<file path="src/rtl/button_grid_renderer.sv">
// Two-stage keypad pixel renderer: button lookup, glyph fetch, press flash and hover background.
// Optional feature macro: HOVER_HIGHLIGHT_EN (compiles in the hover background when defined).
module button_grid_renderer #(
   parameter int          ROWS        = 3,
   parameter int          COLS        = 6,
   parameter int          CELL_W      = 16,
   parameter int          CELL_H      = 16,
   parameter int          GLYPH_W     = 5,
   parameter int          GLYPH_H     = 8,
   parameter int          GLYPH_X0    = 5,
   parameter int          GLYPH_Y0    = 3,
   parameter int          HOLD_FRAMES = 8,
   parameter logic [11:0] FG_COLOR    = 12'hFFF,
   parameter logic [11:0] BG_COLOR    = 12'h000,
   parameter logic [11:0] HOVER_BG    = 12'h008,
   parameter logic [11:0] PRESS_BG    = 12'h0F0,
   localparam int RW = (ROWS > 1) ? $clog2(ROWS) : 1,
   localparam int CW = (COLS > 1) ? $clog2(COLS) : 1,
   localparam int IW = (ROWS * COLS > 1) ? $clog2(ROWS * COLS) : 1,
   localparam int XW = (CELL_W > 1) ? $clog2(CELL_W) : 1,
   localparam int YW = (CELL_H > 1) ? $clog2(CELL_H) : 1,
   localparam int LW = (GLYPH_H > 1) ? $clog2(GLYPH_H) : 1
) (
   input  logic               clk,
   input  logic               reset_n,
   input  logic               pix_valid,
   input  logic [RW-1:0]      cell_row,
   input  logic [CW-1:0]      cell_col,
   input  logic [XW-1:0]      pix_x,
   input  logic [YW-1:0]      pix_y,
   output logic [IW-1:0]      glyph_idx,
   output logic [LW-1:0]      glyph_line,
   input  logic [GLYPH_W-1:0] glyph_bits,
   input  logic               frame_start,
   input  logic               press_valid,
   input  logic [RW-1:0]      press_row,
   input  logic [CW-1:0]      press_col,
   input  logic               hover_valid,
   input  logic [RW-1:0]      hover_row,
   input  logic [CW-1:0]      hover_col,
   output logic [11:0]        rgb,
   output logic               rgb_valid,
   output logic [IW-1:0]      pressed_idx,
   output logic               pressed_active
);

   localparam int BCW  = (GLYPH_W > 1) ? $clog2(GLYPH_W) : 1;
   localparam int CNTW = (HOLD_FRAMES > 0) ? $clog2(HOLD_FRAMES + 1) : 1;

   logic [31:0]     row_w, col_w, px_w, py_w;
   logic            in_grid_d, in_glyph_d;
   logic [IW-1:0]   glyph_idx_d;
   logic [LW-1:0]   glyph_line_d;
   logic [BCW-1:0]  bitcol_d;

   logic            v1_q, in_grid_q, in_glyph_q;
   logic [IW-1:0]   glyph_idx_q;
   logic [LW-1:0]   glyph_line_q;
   logic [BCW-1:0]  bitcol_q;

   logic            press_ok;
   logic [IW-1:0]   press_idx;
   logic [IW-1:0]   pressed_idx_q, pressed_idx_d;
   logic [CNTW-1:0] cnt_q, cnt_d;
   logic            pressed_active_q, pressed_active_d;

   logic [(1<<BCW)-1:0] glyph_rev;
   logic            hover_hit;
   logic            pixel_on;
   logic [11:0]     bg_color;
   logic [11:0]     rgb_q, rgb_d;
   logic            rgb_valid_q, rgb_valid_d;

   assign row_w = 32'(cell_row);
   assign col_w = 32'(cell_col);
   assign px_w  = 32'(pix_x);
   assign py_w  = 32'(pix_y);

   always_comb begin
      in_grid_d    = (row_w < ROWS) && (col_w < COLS);
      glyph_idx_d  = IW'(row_w * COLS + col_w);
      glyph_line_d = LW'(py_w - 32'(GLYPH_Y0));
      bitcol_d     = BCW'(px_w - 32'(GLYPH_X0));
      in_glyph_d   = in_grid_d
                  && (px_w >= GLYPH_X0) && (px_w < GLYPH_X0 + GLYPH_W)
                  && (py_w >= GLYPH_Y0) && (py_w < GLYPH_Y0 + GLYPH_H);
   end

   // A press takes priority over a same-cycle frame tick, so the hold restarts at full length.
   always_comb begin
      press_ok         = (32'(press_row) < ROWS) && (32'(press_col) < COLS);
      press_idx        = IW'(32'(press_row) * COLS + 32'(press_col));
      pressed_idx_d    = pressed_idx_q;
      cnt_d            = cnt_q;
      pressed_active_d = pressed_active_q;
      if (press_valid && press_ok) begin
         pressed_idx_d    = press_idx;
         cnt_d            = CNTW'(HOLD_FRAMES);
         pressed_active_d = (HOLD_FRAMES != 0);
      end else if (frame_start && (cnt_q != '0)) begin
         cnt_d            = cnt_q - CNTW'(1);
         pressed_active_d = (cnt_q != CNTW'(1));
      end
   end

   // Bit-reversed, zero-padded glyph line so bitcol indexes left-to-right without range issues.
   generate
      for (genvar gi = 0; gi < (1 << BCW); gi++) begin : g_rev
         if (gi < GLYPH_W) begin : g_bit
            assign glyph_rev[gi] = glyph_bits[GLYPH_W-1-gi];
         end else begin : g_pad
            assign glyph_rev[gi] = 1'b0;
         end
      end
   endgenerate

`ifdef HOVER_HIGHLIGHT_EN
   logic [IW-1:0] hover_idx;
   assign hover_idx = IW'(32'(hover_row) * COLS + 32'(hover_col));
   assign hover_hit = hover_valid && (glyph_idx_q == hover_idx);
`else
   logic unused_hover;
   assign unused_hover = ^{hover_valid, hover_row, hover_col};
   assign hover_hit    = 1'b0;
`endif

   always_comb begin
      bg_color = BG_COLOR;
      if (pressed_active_q && (glyph_idx_q == pressed_idx_q)) begin
         bg_color = PRESS_BG;
      end else if (hover_hit) begin
         bg_color = HOVER_BG;
      end
      pixel_on    = in_glyph_q && glyph_rev[bitcol_q];
      rgb_valid_d = v1_q;
      rgb_d       = 12'h000;
      if (v1_q && in_grid_q) begin
         rgb_d = pixel_on ? FG_COLOR : bg_color;
      end
   end

   always_ff @(posedge clk) begin
      if (!reset_n) begin
         v1_q             <= 1'b0;
         in_grid_q        <= 1'b0;
         in_glyph_q       <= 1'b0;
         glyph_idx_q      <= '0;
         glyph_line_q     <= '0;
         bitcol_q         <= '0;
         pressed_idx_q    <= '0;
         cnt_q            <= '0;
         pressed_active_q <= 1'b0;
         rgb_q            <= 12'h000;
         rgb_valid_q      <= 1'b0;
      end else begin
         v1_q             <= pix_valid;
         in_grid_q        <= in_grid_d;
         in_glyph_q       <= in_glyph_d;
         glyph_idx_q      <= glyph_idx_d;
         glyph_line_q     <= glyph_line_d;
         bitcol_q         <= bitcol_d;
         pressed_idx_q    <= pressed_idx_d;
         cnt_q            <= cnt_d;
         pressed_active_q <= pressed_active_d;
         rgb_q            <= rgb_d;
         rgb_valid_q      <= rgb_valid_d;
      end
   end

   assign glyph_idx      = glyph_idx_q;
   assign glyph_line     = glyph_line_q;
   assign rgb            = rgb_q;
   assign rgb_valid      = rgb_valid_q;
   assign pressed_idx    = pressed_idx_q;
   assign pressed_active = pressed_active_q;

endmodule

</file>
<file path="config.mk">
export PLATFORM = sky130hd
export DESIGN_NAME = button_grid_renderer
export DESIGN_NICKNAME = d
export VERILOG_FILES = /design/src/rtl/button_grid_renderer.sv
export SDC_FILE = /design/constraint.sdc
export NUM_CORES = 1
export LEC_CHECK = 0
export ABC_AREA = 0
export CELL_PAD_IN_SITES_DETAIL_PLACEMENT = 0
export CELL_PAD_IN_SITES_GLOBAL_PLACEMENT = 1
export CORE_UTILIZATION = 30
export CTS_CLUSTER_DIAMETER = 60
export DETAILED_ROUTE_END_ITERATION = 12
export PLACE_DENSITY_LB_ADDON = 0.15
export SYNTH_ARGS = -nofsm -noshare
export SYNTH_HDL_FRONTEND = slang
export SYNTH_SLANG_ARGS = --single-unit
</file>
<file path="constraint.sdc">
create_clock -name clk -period 1.6 [get_ports clk]
set_input_delay 0.32 -clock clk [delete_from_list [all_inputs] [get_ports clk]]
set_output_delay 0.32 -clock clk [all_outputs]
set_load 0.01 [all_outputs]
</file>
==> metrics.md <==
| Metric | Value |
|---|---|
| Status | finished, final reports clean |
| Cts hold-fix bufs | 0 |
| Clock share of power | 24.5% |
| Commonest non-fill, non-tap cells in the layout | clkdlybuf4s50_1 (49), dfxtp_1 (26), nor2_1 (17) |
| CP Max Fanout | 3 |
| WP data required | 1.28 ns |
| Fill cells | 427 |
| Async set or reset register ratio after synthesis | 0% |
| Synthesized instance count | 141 |
| Worst r2r dst | pressed_active$_SDFFE_PN0P_ |
| Dominant synthesized flop cell | dfxtp_1 |
| Final core occ | 47.23% |
| Fmax | 644.5 MHz |
| Worst-Margin Slew | 0.2584 ns |
| Synthesized flop and latch total | 27 |
| RR Startpoint | cnt_q[0]$_SDFFE_PP0P_ |
| Routed vias | 1,129 |
| Post-CTS setup buffer count | 0 |
| Max cap viols | 0 |
| Crit-path cells | clkdlybuf4s50_1 |
| Crit path largest cell delay | 0.56 ns |
| Port bufs | 54 |
| Maximum VDD drop | 0.4853 mV |
| Hold endpoint | rgb_valid$_SDFF_PN0_ |
| Reg area | 541.8 sq um |
| Max-slew violation count | 0 |
| Sw Ratio | 27.10% |
| Max Clock Skew | 0.009597 ns |
| FP Rows | 24 |
| Post-synthesis cell area | 1378 sq um |
| Met2 usage | 23.18% |
| NetSw | 427.6 uW |
| EDFF count, synth | 0 |
| Syn_nets | 191 |
| Fin crit period | 1.552 ns |
| CP Capture Type | output port |
| WP buf/inv | 1 |
| Average cell area after synthesis | 9.770 sq um |
| Hold Crit Class | register to register |
| Reg clk slew, reported paths | 0.10 ns |
| Crit path arrival time | 1.23 ns |
| Layout area overhead | 50.32% |
| CTS tree | built |
| Largest net degree at the start of global routing | 16 |
| Worst Setup Path Type | register to output port |
| Critical-path top delay cell | clkdlybuf4s50_1 |
| Post-synth top area share | 39.24% |
| Min setup slack post-route | 0.04848 ns |
| Remaining global-route overflow | 0 |
| GR met1 Demand/Resource | 14.71% |
| FF-to-FF path depth | 5 |
| Netlist cell types | 29 |
| Die area | 4867 sq um |
| Cell-internal power | 1151 uW |
| Multi-input logic area | 733.2 sq um |
| Top post-synthesis cells by area | dfxtp_1 (39%), ha_1 (13%), buf_4 (5.4%), nor2_1 (4.6%), xnor2_1 (4.5%) |
| Combinational power share | 26.8% |
| GRT Util Overall | 12.74% |
| GR peak layer | met2 |
| Root buf cell | clkbuf_8 |
| CTS H-tree lvls | 1 |
| Initial antenna violation count | 0 |
| Final hold vios | 0 |
| Layout cells sized above 1 | 12.50% |
| PwrDens | 762.1 nW/um^2 |
| Hold path depth | 1 |
| CP top delay family | buffers and inverters |
| Nets | 251 |
| Core ar. | 4384 sq um |
| Endpoints failing setup | 0 |
| Fin crit share | 96.97% |
| Share of power burned in registers | 48.7% |
| Vias per cell | 4.480 |
| # IOs | 61 |
| Sequential fraction of the synthesis area | 39.24% |
| Tot Pwr | 1578 uW |
| Die Y | 69.77 microns |
| Clk sinks | 27 |
| Clk_lat worst skew | 0.27 ns |
| GP Congestion | 0.7313 |
| First-pass DRT Iterations | 4 |
| Die span in x | 69.77 microns |
| Synth area leader | dfxtp_1 |
| WL/cell | 11.56 microns |
| Antenna Cells | 0 |
| DRC errors left | 0 |
| HP Start | rgb_valid_d$_SDFF_PN0_ |
| Max clock buf depth | 2 |
| P_leak | 0.0008967 uW |
| Slew headroom | 82.67% |
| Initial Utilization | 31.42% |
| R2r setup slk | 0.15 ns |
| Number of global-route vias before repair | 1,170 |
| Global-route wire length before repair | 4968 microns |
| Pre-CTS setup slack | -0.4729 ns |
| Critical path startpoint category | register |
| Initial DRC Count | 30 |
| Met3 GRT Util | 3.634% |
| Yosys warnings | 0 |
| Detail Route Antenna Nets | 0 |
| DRT Wirelength | 2912 microns |
| Commonest non-fill, non-tap cell in the layout | clkdlybuf4s50_1 |
| Dpl hpwl | 2383 microns |
| Num CTS Buffers | 3 |
## flip-flops by register name (all words and copies together), names as in the netlist
name,cells
bitcol_q,3
cnt_q,4
glyph_idx,5
glyph_line,3
in_glyph_q,1
in_grid_q,1
pressed_active,1
pressed_idx,5
rgb,2
rgb_valid,1
rgb_valid_d,1
## per-stage QoR
stage	hold WS [ns]	instances	TNS (ns)	cell area [sq um]
detailed placement	0.4567	248	-4.295	1997
finish	0.4816	252	0	2071
global placement	0.4470	248	-3.846	1997
CTS	0.4804	252	0	2056
floorplan	0.3924	141	0	1378
global route	0.4988	252	-0.01769	2071
## per-layer routing
metal	up-vias	routed length [microns]
li1	577	-
met1	515	1270
met2	35	1489
met3	2	131
met4	0	19
met5	-	0
## worst max path at each step
| stage | slack [ns] | end | from | cells after the start |
|---|---|---|---|---|
| after floorplan | 0.11 | pressed_idx[4]$_SDFFE_PN0P_ | press_row[0] | 8 |
| after global placement | -0.42 | pressed_idx[4]$_SDFFE_PN0P_ | press_row[0] | 9 |
| after detailed placement | -0.47 | pressed_idx[4]$_SDFFE_PN0P_ | press_row[0] | 9 |
| after CTS | 0.03 | pressed_idx[2] | pressed_idx[2]$_SDFFE_PN0P_ | 1 |
| after global routing | -0.01 | cnt_q[3]$_SDFFE_PN0P_ | press_row[1] | 7 |
| final | 0.05 | pressed_idx[2] | pressed_idx[2]$_SDFFE_PN0P_ | 1 |
## logic make-up (layout without fill, tap and decap cells)
kind of cell	Yosys count	count (layout)	synth area share [%]
and+or+nand+nor	38	38	14.35
AOI/OAI and AO/OA	16	16	8.447
xor gates and xnor gates	13	13	8.265
adders and majority gates	16	16	15.62
DFF	27	27	39.24
buffers and inverters	25	84	9.627
muxes	6	6	4.451
## Yosys cell counts (2+ instances only)
| master | number |
|---|---|
| inv_1 | 13 |
| nor2_1 | 17 |
| ha_1 | 14 |
| nor3b_1 | 2 |
| nand2_1 | 2 |
| mux2i_1 | 5 |
| and2_1 | 5 |
| a21oi_1 | 4 |
| a211oi_1 | 6 |
| xor2_1 | 6 |
| xnor2_1 | 7 |
| dfxtp_1 | 27 |
| nor3_1 | 5 |
| fa_1 | 2 |
| nor2b_1 | 2 |
| nor4bb_1 | 2 |
| buf_4 | 10 |
## cell type report
cell class | instances | share of cell area [%]
multi-input combinational | 89 | 35.41
inverter | 13 | 2.356
clock inverter | 1 | 0.2417
timing repair buffer | 67 | 30.69
sequential | 27 | 26.16
tap | 52 | 3.142
clock buffer | 3 | 1.994
## what timing repair did
item	in CTS	in global routing
pin swaps	3	2
endpoints found under the setup margin	16	2
gates resized for setup	9	2
cloned	0	0
## power groups by stage
stage / registers (uW) / logic [uW] / clock network (uW)
floorplan: 791 / 196 / 0
global placement: 782 / 408 / 0
detailed placement: 786 / 419 / 0
CTS: 770 / 426 / 400
global route: 777 / 475 / 433
finish: 768 / 424 / 386
Power figures use the tool's default switching activity.
